## config.mk

```make
export PLATFORM = sky130hd
export DESIGN_NAME = control_sequencer
export DESIGN_NICKNAME = d
export VERILOG_FILES = /design/src/rtl/control_sequencer.sv
export SDC_FILE = /design/constraint.sdc
export NUM_CORES = 1
export LEC_CHECK = 0
export BUFFER_PORTS_ARGS = -buffer_cell sky130_fd_sc_hd__buf_2
export CAP_MARGIN = 10
export CORE_ASPECT_RATIO = 1.1
export CORE_MARGIN = 3
export CORE_UTILIZATION = 39
export CTS_CLUSTER_SIZE = 30
export DETAILED_ROUTE_END_ITERATION = 6
export PLACE_DENSITY = 0.84
export SETUP_SLACK_MARGIN = 0.2
export SYNTH_ARGS = -nofsm -noshare
export SYNTH_HDL_FRONTEND = slang
export SYNTH_SLANG_ARGS = --single-unit
```

## constraint.sdc

```tcl
create_clock -name Clock -period 3.6 [get_ports Clock]
set_input_delay 0.54 -clock Clock [delete_from_list [all_inputs] [get_ports Clock]]
set_output_delay 0.54 -clock Clock [all_outputs]
set_load 0.01 [all_outputs]
```

## src/rtl/control_sequencer.sv

```systemverilog
// Hardwired fetch/execute sequencer for the 32-bit RISC datapath.
// Moore outputs decoded from the step register and the IR fields.
module control_sequencer #(
  parameter int NUM_REGS = 16,
  parameter int OPW      = 5
) (
  input  logic                Clock,
  input  logic                reset,
  input  logic [31:0]         IR,
  input  logic                Stop,
  output logic                PCout,
  output logic                Zhighout,
  output logic                Zlowout,
  output logic                MDRout,
  output logic                HIout,
  output logic                LOout,
  output logic                PCin,
  output logic                IncPC,
  output logic                MARin,
  output logic                MDRin,
  output logic                IRin,
  output logic                Yin,
  output logic                Zin,
  output logic                HIin,
  output logic                LOin,
  output logic                Read,
  output logic [NUM_REGS-1:0] Rin,
  output logic [NUM_REGS-1:0] Rout,
  output logic [OPW-1:0]      alu_op,
  output logic                Run,
  output logic                Clear
);

  typedef enum logic [3:0] {
    S_RST, S_T0, S_T1, S_T2, S_T3,
    S_T4, S_T5, S_T6, S_HALTED
  } state_t;

  localparam logic [4:0] OP_ADD  = 5'b00011;
  localparam logic [4:0] OP_ROL  = 5'b01010;
  localparam logic [4:0] OP_MUL  = 5'b01111;
  localparam logic [4:0] OP_DIV  = 5'b10000;
  localparam logic [4:0] OP_HALT = 5'b11011;

  localparam logic [NUM_REGS-1:0] ONE = NUM_REGS'(1);

  state_t state, state_nx;

  logic [4:0] opcode;
  logic [3:0] ra, rb, rc;
  logic       is_rr, is_md;
  logic       unused_ir;

  assign opcode    = IR[31:27];
  assign ra        = IR[26:23];
  assign rb        = IR[22:19];
  assign rc        = IR[18:15];
  assign unused_ir = ^IR[14:0];

  assign is_rr = (opcode >= OP_ADD) && (opcode <= OP_ROL);
  assign is_md = (opcode == OP_MUL) || (opcode == OP_DIV);

  // Step register; reset aborts any instruction in flight.
  always_ff @(posedge Clock) begin
    if (reset) state <= S_RST;
    else       state <= state_nx;
  end

  // Step sequencing: fetch, opcode dispatch, execute, halt.
  always_comb begin
    state_nx = state;
    unique case (state)
      S_RST: state_nx = S_T0;
      S_T0:  state_nx = S_T1;
      S_T1:  state_nx = S_T2;
      S_T2: begin
        if (opcode == OP_HALT)   state_nx = S_HALTED;
        else if (is_rr || is_md) state_nx = S_T3;
        else                     state_nx = S_T0;
      end
      S_T3: state_nx = S_T4;
      S_T4: state_nx = S_T5;
      S_T5: begin
        if (is_md)     state_nx = S_T6;
        else if (Stop) state_nx = S_HALTED;
        else           state_nx = S_T0;
      end
      S_T6:     state_nx = Stop ? S_HALTED : S_T0;
      S_HALTED: state_nx = S_HALTED;
      default:  state_nx = S_RST;
    endcase
  end

  // Strobe decode for the current step.
  always_comb begin
    PCout    = 1'b0;
    Zhighout = 1'b0;
    Zlowout  = 1'b0;
    MDRout   = 1'b0;
    HIout    = 1'b0;
    LOout    = 1'b0;
    PCin     = 1'b0;
    IncPC    = 1'b0;
    MARin    = 1'b0;
    MDRin    = 1'b0;
    IRin     = 1'b0;
    Yin      = 1'b0;
    Zin      = 1'b0;
    HIin     = 1'b0;
    LOin     = 1'b0;
    Read     = 1'b0;
    Rin      = '0;
    Rout     = '0;
    alu_op   = '0;
    Run      = 1'b0;
    Clear    = 1'b0;
    unique case (state)
      S_RST: Clear = 1'b1;
      S_T0: begin
        Run   = 1'b1;
        PCout = 1'b1;
        MARin = 1'b1;
        IncPC = 1'b1;
        PCin  = 1'b1;
      end
      S_T1: begin
        Run   = 1'b1;
        Read  = 1'b1;
        MDRin = 1'b1;
      end
      S_T2: begin
        Run    = 1'b1;
        MDRout = 1'b1;
        IRin   = 1'b1;
      end
      S_T3: begin
        Run  = 1'b1;
        Rout = ONE << rb;
        Yin  = 1'b1;
      end
      S_T4: begin
        Run    = 1'b1;
        Rout   = ONE << rc;
        alu_op = OPW'(opcode);
        Zin    = 1'b1;
      end
      S_T5: begin
        Run     = 1'b1;
        Zlowout = 1'b1;
        if (is_md) LOin = 1'b1;
        else       Rin  = ONE << ra;
      end
      S_T6: begin
        Run      = 1'b1;
        Zhighout = 1'b1;
        HIin     = 1'b1;
      end
      S_HALTED: Run = 1'b0;
      default:  Clear = 1'b1;
    endcase
  end

endmodule

```

==> results_tabular.tex <==
\begin{tabular}{lr}
\hline
Metric & Value \\
\hline
\multicolumn{2}{l}{\textbf{Die}} \\
\quad Std cell rows & 17 \\
\quad Die height & between 50 and 60 um \\
\quad Core Footprint & 2106 um2 \\
\quad Number of placed I/O pins & 90 \\
\quad Die ar. & 2927 um2 \\
\quad Die width & around 52 um \\
\quad Effective utilization at floorplan & 42.84\% \\
\multicolumn{2}{l}{\textbf{STA}} \\
\quad Clock period minus worst slack & around 2.5 ns \\
\quad Tcrit/Tclk final & roughly 70\% \\
\quad Final count of pins violating max slew & 0 \\
\quad F\_max & slightly below 0.4 GHz \\
\quad Tightest slew margin relative to the limit & about two thirds \\
\quad Setup TNS Final & 0 ns \\
\quad Number of hold-slack violations in the final timing report & 0 \\
\quad Total of endpoints with negative setup slack in the final report & 0 \\
\quad Pin slew with the least headroom to its limit & 0.5236 ns \\
\quad Final worst clock skew & 0.008931 ns \\
\quad RSZ-0062 raised after global routing & no \\
\multicolumn{2}{l}{\textbf{Hold path}} \\
\quad Hold crit path type & input port to flip-flop \\
\multicolumn{2}{l}{\textbf{Setup path}} \\
\quad Worst stage delay on the critical path & between 0.6 and 0.7 ns \\
\quad Slowest stage cell, crit path & dfxtp\_1 \\
\quad Category of the worst setup path launch point & flip-flop \\
\quad Cell chain of the critical path & and4bb\_2 -> nor3b\_1 -> a31oi\_1 -> nor2\_1 -> buf\_2 \\
\quad Required time at the worst-slack endpoint & 3.06 ns \\
\quad Arrival @ worst endpoint & 1.98 ns \\
\quad WP buf/inv & 1 \\
\quad Worst setup path class & flip-flop to primary output \\
\quad Top fanout value on the critical path & 18 \\
\quad Cell class contributing the biggest share of worst-path delay & simple AND/OR/NAND/NOR gates \\
\quad Crit path capture type & primary output \\
\multicolumn{2}{l}{\textbf{Drt}} \\
\quad Mean routed wirelength per cell & between 10 and 15 um \\
\quad Routed wire length & 2644 um \\
\quad Via count normalized by instance count & 5.193 \\
\quad First-pass iteration count of the detailed router & 4 \\
\quad Number of DRC violations after detailed-routing iteration 0 & 32 \\
\quad Post-detailed-route count of antenna-violating nets & 0 \\
\quad Count of vias placed by the detailed router & 1210 \\
\quad DRC violations left & 0 \\
\multicolumn{2}{l}{\textbf{Final layout}} \\
\quad Register containing the most flip-flops in the final layout & state \\
\quad Multi-input gate area in the final layout & $\sim$700 um2 \\
\quad Finished layout cell area & between 1000 and 1500 um2 \\
\quad Count of fill cells added during filler insertion & 233 \\
\quad Diodes inserted & 0 \\
\quad Share of final-layout standard cells stronger than drive strength 1 & between 40\% and 50\% \\
\quad Leading cell type in the layout, fill and taps excluded & buf\_2 \\
\quad Largest register FFs & 4 \\
\quad Synth-to-layout area growth & 35.09\% \\
\quad Largest regs & state x4 \\
\quad Highest-count cells in the layout ignoring fill and taps & buf\_2, nor2\_1, nor3\_1 \\
\quad Area taken by flip-flops and latches & 80.08 um2 \\
\quad Final Net Count & 242 \\
\multicolumn{2}{l}{\textbf{Outcome}} \\
\quad Result of the run & completed \\
\multicolumn{2}{l}{\textbf{Global routing}} \\
\quad Initial antenna violation count & 0 \\
\quad Gr usage total & between 10\% and 20\% \\
\quad Remaining Overflow, GRT & 0 \\
\quad Via count of the first global-routing pass & 938 \\
\quad Largest net degree at the start of global routing & 19 \\
\quad Global-route wire length before repair & 3981 um \\
\multicolumn{2}{l}{\textbf{Placement}} \\
\quad Cell area after placement & 1196 um2 \\
\quad Placer congestion estimate & 0.8155 \\
\quad Detailed Place HPWL & 2166 um \\
\quad PortBufs & a little over 70 \\
\multicolumn{2}{l}{\textbf{Logic synthesis}} \\
\quad Post-synth cell types & 40 \\
\quad Primary flip-flop cell chosen by synthesis mapping & dfxtp\_1 \\
\quad Share of the yosys chip area belonging to registers & under 10\% \\
\quad Cell count after synthesis & around 150 \\
\quad Total of flip-flops plus latches after synthesis & 4 \\
\quad Warnings from Yosys & 0 \\
\quad Total standard cell area after synthesis & approximately 900 um2 \\
\quad Mapped Avg Cell Area & around 6.2 um2 \\
\quad Share of flip-flops with an asynchronous set or reset & 0\% \\
\quad Number of enable-type register cells in the synthesized netlist & 0 \\
\multicolumn{2}{l}{\textbf{CTS}} \\
\quad Total setup buffers inserted after CTS & 0 \\
\quad Sinks on Clock Net & 4 \\
\quad Source-to-sink clock delay at the later pin of the worst-skew pair & $\sim$0.24 ns \\
\quad CTS root buf & clkbuf\_4 \\
\quad Max Buffers Root-to-Sink & 2 \\
\quad \# H-tree levels & 1 \\
\quad Total of hold buffers inserted after clock tree synthesis & 0 \\
\quad Number of cells upsized or downsized after cts & 0 \\
\quad Clock tree from TritonCTS & yes \\
\quad Number of buffers created by CTS & 3 \\
\quad Clock edge transition at the registers on the reported setup and hold paths & roughly 0.040 ns \\
\multicolumn{2}{l}{\textbf{Power and ir drop}} \\
\quad Final total power & roughly 0.0002 W \\
\quad Leakage power of the design & approximately 0.64 nW \\
\quad Power per cell area & 166.1 nW/um2 \\
\quad Worst IR drop on VDD & between 200 and 250 uV \\
\multicolumn{2}{l}{\textbf{Job}} \\
\quad Number of max-capacitance violations reported & 0 \\
\hline
\end{tabular}
[cell usage after synthesis (4+ instances only)]
cell type | n | share of area [%]
o21ai_0 | 5 | 2.8
buf_2 | 6 | 3.3
inv_1 | 5 | 2.1
nor2_1 | 38 | 16
dfxtp_1 | 4 | 8.9
and2_1 | 6 | 4.2
nor3b_1 | 5 | 4.2
nand2_1 | 11 | 4.6
a31oi_1 | 4 | 2.8
nor3_1 | 12 | 6.7
buf_4 | 8 | 6.7
[report_power, final]
group,switching (W),internal [W]
registers,0.0000105,0.0000474
clock network,0.0000195,0.0000373
logic,0.0000506,0.0000372
total,0.0000805,0.000122
[layout make-up]
cell class | instances | area share [%]
flip-flops and latches | 4 | 6.571
multi-input cells | 121 | 57.60
well taps | 28 | 2.875
inverters | 5 | 1.540
clock buffers | 3 | 1.848
repair buffers | 72 | 29.57
[metal layers]
metal / track usage, % / share of wire (%)
met1: 20.64 / 41
met2: 28.90 / 49
met3: 5.040 / 9.1
met4: 3.371 / 0.64
met5: 0 / 0
[logic make-up (layout without fill, tap and decap cells)]
group / count (synthesis) / after routing / share of synthesized area [%]
other: 1 / 2 / 0.4157
XOR/XNOR: 1 / 1 / 0.9711
buffers and inverters: 21 / 80 / 13.73
AND/OR/NAND/NOR: 95 / 95 / 56.31
flip-flops: 4 / 4 / 8.877
AO/OA/AOI/OAI: 23 / 23 / 19.69
[final timing paths]
check | startpoint | slack [ns] | depth (start not counted) | end
setup reg to reg | state[0] | 2.09 | 4 | state[0]
hold reg to reg | state[2] | 0.72 | 1 | state[3]
hold / removal | reset | 0.56 | 2 | state[3]
setup / recovery | state[0] | 1.08 | 5 | Rout[9]
[through the flow]
step	cells	util [%]	setup slack [ns]	hold slack (ns)
finish	233	57.87	1.076	0.5592
global route	233	57.87	0.9078	0.5801
CTS	233	57.87	1.080	0.5563
detailed placement	230	56.80	1.263	0.7162
global placement	230	56.80	1.261	0.7001
floorplan	146	-	1.467	0.5400
[worst reg2reg max path, delay by kind of cell (launching register included)]
family / cells / cell delay, ns
AND/OR/NAND/NOR: 3 / 0.67
flip-flops: 1 / 0.64
AO/OA/AOI/OAI: 1 / 0.14
(Power assumes the default switching activity.)
